<file path="config.mk">
export PLATFORM = sky130hd
export DESIGN_NAME = dcpu16_marb
export DESIGN_NICKNAME = d
export VERILOG_FILES = /design/src/rtl/dcpu16_marb.sv
export SDC_FILE = /design/constraint.sdc
export NUM_CORES = 1
export LEC_CHECK = 0
export ABC_AREA = 1
export ABC_CLOCK_PERIOD_IN_PS = 1650
export CAP_MARGIN = 10
export CORE_AREA = 5 5 68 117
export CTS_CLUSTER_SIZE = 8
export DETAILED_ROUTE_END_ITERATION = 7
export DIE_AREA = 0 0 73 122
export GPL_ROUTABILITY_DRIVEN = 0
export GPL_TIMING_DRIVEN = 0
export PLACE_DENSITY = 0.76
export SKIP_LAST_GASP = 1
export SLEW_MARGIN = 20
export SYNTH_ARGS = -nofsm -noshare
export SYNTH_HDL_FRONTEND = slang
export SYNTH_SLANG_ARGS = --single-unit
</file>
<file path="constraint.sdc">
create_clock -name clk -period 1.65 [get_ports clk]
set_input_delay 0.33 -clock clk [delete_from_list [all_inputs] [get_ports clk]]
set_output_delay 0.33 -clock clk [all_outputs]
set_load 0.1 [all_outputs]
</file>
<file path="src/rtl/dcpu16_marb.sv">
// dcpu16_marb: three-master arbiter (F, G, X) onto one sync single-port RAM.
// Ports: f_/g_/x_ simplified Wishbone slaves; m_ RAM master; clk, rst (sync high).
module dcpu16_marb #(
  parameter int AW    = 16,
  parameter int DW    = 16,
  parameter int XWAIT = 4
) (
  input  logic          clk,
  input  logic          rst,
  input  logic [AW-1:0] f_adr,
  input  logic [DW-1:0] f_dto,
  input  logic          f_stb,
  input  logic          f_wre,
  output logic [DW-1:0] f_dti,
  output logic          f_ack,
  input  logic [AW-1:0] g_adr,
  input  logic [DW-1:0] g_dto,
  input  logic          g_stb,
  input  logic          g_wre,
  output logic [DW-1:0] g_dti,
  output logic          g_ack,
  input  logic [AW-1:0] x_adr,
  input  logic [DW-1:0] x_dto,
  input  logic          x_stb,
  input  logic          x_wre,
  output logic [DW-1:0] x_dti,
  output logic          x_ack,
  output logic [AW-1:0] m_adr,
  output logic [DW-1:0] m_dto,
  output logic          m_ena,
  output logic          m_wre,
  input  logic [DW-1:0] m_dti
);

  localparam logic [3:0] XW = 4'(XWAIT);

  typedef enum logic [1:0] {
    GNT_NONE,
    GNT_F,
    GNT_G,
    GNT_X
  } gnt_e;

  gnt_e       gnt_q;
  gnt_e       gnt_d;
  logic [3:0] xcnt_q;
  logic [3:0] xcnt_d;
  logic       fe;
  logic       ge;
  logic       xe;
  logic       xpri;

  // The ack registers are the decoded previous-cycle grant.
  assign f_ack = (gnt_q == GNT_F);
  assign g_ack = (gnt_q == GNT_G);
  assign x_ack = (gnt_q == GNT_X);

  // A master in its ack cycle cannot be re-granted.
  assign fe   = f_stb & ~f_ack;
  assign ge   = g_stb & ~g_ack;
  assign xe   = x_stb & ~x_ack;
  assign xpri = xe & (xcnt_q == XW);

  assign f_dti = m_dti;
  assign g_dti = m_dti;
  assign x_dti = m_dti;

  always_comb begin
    gnt_d = GNT_NONE;
    if (rst)       gnt_d = GNT_NONE;
    else if (xpri) gnt_d = GNT_X;
    else if (fe)   gnt_d = GNT_F;
    else if (ge)   gnt_d = GNT_G;
    else if (xe)   gnt_d = GNT_X;
  end

  // Starvation counter for X; saturates at XWAIT.
  always_comb begin
    xcnt_d = xcnt_q;
    if (!x_stb || gnt_d == GNT_X)
      xcnt_d = '0;
    else if (xe && xcnt_q != XW)
      xcnt_d = xcnt_q + 4'd1;
  end

  always_comb begin
    m_ena = 1'b0;
    m_wre = 1'b0;
    m_adr = f_adr;
    m_dto = f_dto;
    unique case (gnt_d)
      GNT_F: begin
        m_ena = 1'b1;
        m_wre = f_wre;
      end
      GNT_G: begin
        m_ena = 1'b1;
        m_wre = g_wre;
        m_adr = g_adr;
        m_dto = g_dto;
      end
      GNT_X: begin
        m_ena = 1'b1;
        m_wre = x_wre;
        m_adr = x_adr;
        m_dto = x_dto;
      end
      default: ;
    endcase
  end

  always_ff @(posedge clk) begin
    if (rst) begin
      gnt_q  <= GNT_NONE;
      xcnt_q <= '0;
    end else begin
      gnt_q  <= gnt_d;
      xcnt_q <= xcnt_d;
    end
  end

endmodule
</file>
==> results.cfg <==
[outcome]
outcome = finished with violations
violations = negative setup slack

[cells_and_area]
fin_util = 0.791
area_delta_synth_final_pct = 276
fillers = 475
nets = 603
multi_input_area_sq_mm = 0.00198
register_area_sq_um = 128
antenna_cells = 0
drive_gt1_frac = 0.568

[sta]
fin_worst_skew_ps = 5.29
period_share = 1.36
maxSlewViolCount = 0
fin_ws_ps = -596
max_freq_mhz = 445
finalSetupViolations = 34
rsz0062_at_grt = true
fin_crit_ps = 2250
slew-limit-headroom = 0.351
worst_pin_slew_ps = 977
final_hold_viol_count = 0
hold_slack_ps = 633

[clock_tree]
path_clk_slew_ps = 30
cts_buffers = 3
cts_tree = done
cts_buffer_depth = 2
ctsRootBufferMaster = clkbuf_16
cts.sinks = 6
ctsHtreeMaxLevel = 1
clk_latency_ps = 240

[detailed_routing]
vias_per_cell = 4.76
dr.max_layer_used = met4
met3_length_um = 899
first_pass_iters = 6
drt-met1-wl_mm = 2.74
wirelength_mm = 9.74
wl_per_cell_um = 17.2
vias = 2690
antenna_left = 0
initialDrtViolationCount = 104
drc_errors = 0
wl_met2_mm = 5.80

[pwr]
p_total_w = 0.00355
leakagePower_nw = 2.30
pwr_density_cell_mw_per_mm2 = 643
peakVddDrop_uv = 594

[synth]
ys_seq_area_frac = 0.0818
synth_most_common_cell = nand3_1
synthTopCellsByArea = nand3_1, buf_4, nand2_1
synth_seq_cells = 6
async_reset_ff_frac = 0
synth_ff_type = dfxtp_1
synthDistinctLibCells = 20
syn_area_sq_mm = 0.00147
syn_inst = 258
synth_top_area_frac = 0.344
avgSynthCellArea_sq_um = 5.69
ys_warn_count = 0
synth_nets = 380
synth_edf_count = 0
netlist.top_cell.by_area = nand3_1
synthTopCellsByCount = nand3_1, buf_4, nand2_1, inv_1, buf_2

[worst_setup_path]
critPathKind = flip-flop to output pin
cp_max_fo = 5
cp_data_arrival_time_ps = 1920
critPathCaptureType = output pin
required_ps = 1320
cp-start-kind = flip-flop

[grt]
antenna_found_initial = 0
grtUsageTotal = 0.213
grt_overflow = 0
grt_pass1_vias = 3017
grt_pass1_wl_mm = 14.9
grt_start_max_net_pins = 11

[die]
dieArea_sq_mm = 0.00891
die_w_um = 73
core.rowCount = 41
core-area_sq_mm = 0.00698
chipHeight_um = 122
io_pins = 205
start_util = 0.210

[job]
max_cap_viol_count = 0

[place]
hpwl_mm = 7.22
io_buffers = 188

[min_path]
worstHoldPathType = flip-flop to flip-flop
stage by stage:
stage | std cells | setup slack (ps) | TNS, ps | instance area (sq um)
6_report | 565 | -596 | -19250 | 5520
5_1_grt | 565 | -665 | -21490 | 5520
4_1_cts | 564 | -572 | -18330 | 5500
3_5_place_dp | 532 | -1740 | -69450 | 4210
3_3_place_gp | 532 | -1710 | -68040 | 4210
2_1_floorplan | 258 | -263 | -7020 | 2220
cell type report:
type / instances / area share
plain buffers: 64 / 0.116
repair buffers: 218 / 0.458
multi-input cells: 173 / 0.359
flip-flops and latches: 6 / 0.0231
well taps: 86 / 0.0195
clock buffers: 3 / 0.0136
inverters: 15 / 0.0107
critical path: stages (launching register included):
cell     delay (ps)
dfxtp_2         310
inv_2            80
ha_4            160
nand3_4          80
nor2_4          100
nor2_2           50
nor2_4          100
buf_12          120
buf_12          110
buf_12          110
buf_12          130
nand3_4          80
nand3_4          70
buf_12          170
path summary, 6_finish.rpt:
kind	startpoint	endpoint	slack, ps	depth (start not counted)
worst max-delay path	xcnt_q[0]	m_dto[10]	-600	13
worst min-delay path	xcnt_q[2]	xcnt_q[2]	630	3
worst max register to register	xcnt_q[0]	xcnt_q[0]	60	12
worst min register to register	xcnt_q[2]	xcnt_q[2]	630	3
cells in the final DEF (no fill, tap or decap), drive strengths merged:
master	n
dlygate4sd2	51
clkdlybuf4s15	1
xor2	2
ha	2
a21oi	1
xnor2	1
nand3	102
clkdlybuf4s18	1
o211ai	1
nor3	1
inv	15
nor2	12
o21ai	2
dfxtp	6
clkbuf	3
nand2	49
clkdlybuf4s50	100
buf	129
repair_timing:
action,in CTS,in global routing
resized for setup,486,10
gates cloned,5,0
pin swaps,24,3
setup buffers,24,3
hold buffers,0,0
setup endpoints to repair,89,40
cells by family (layout without fill, tap and decap cells):
family | count (synthesis) | in the layout | share of synthesized area
XOR/XNOR | 3 | 3 | 0.0179
AND/OR/NAND/NOR | 164 | 164 | 0.519
AO/OA/AOI/OAI | 4 | 4 | 0.0179
flip-flops | 6 | 6 | 0.0818
adder cells (fa/ha/maj) | 2 | 2 | 0.0170
buffers and inverters | 79 | 300 | 0.346
layer usage:
metal,GRT usage,vias up
li1,-,1258
met1,0.199,1258
met2,0.427,149
met3,0.0520,25
met4,0.0727,0
met5,0,-
power by group:
part           internal, W  switching, W
clock network     0.000312     0.0000922
logic              0.00114       0.00185
registers         0.000153    0.00000687
sequential cells by signal, summed over array words and instances (netlist names):
name and cells:
gnt_q 2, xcnt_q 4
Note: power is estimated with default switching activity, not from simulation.
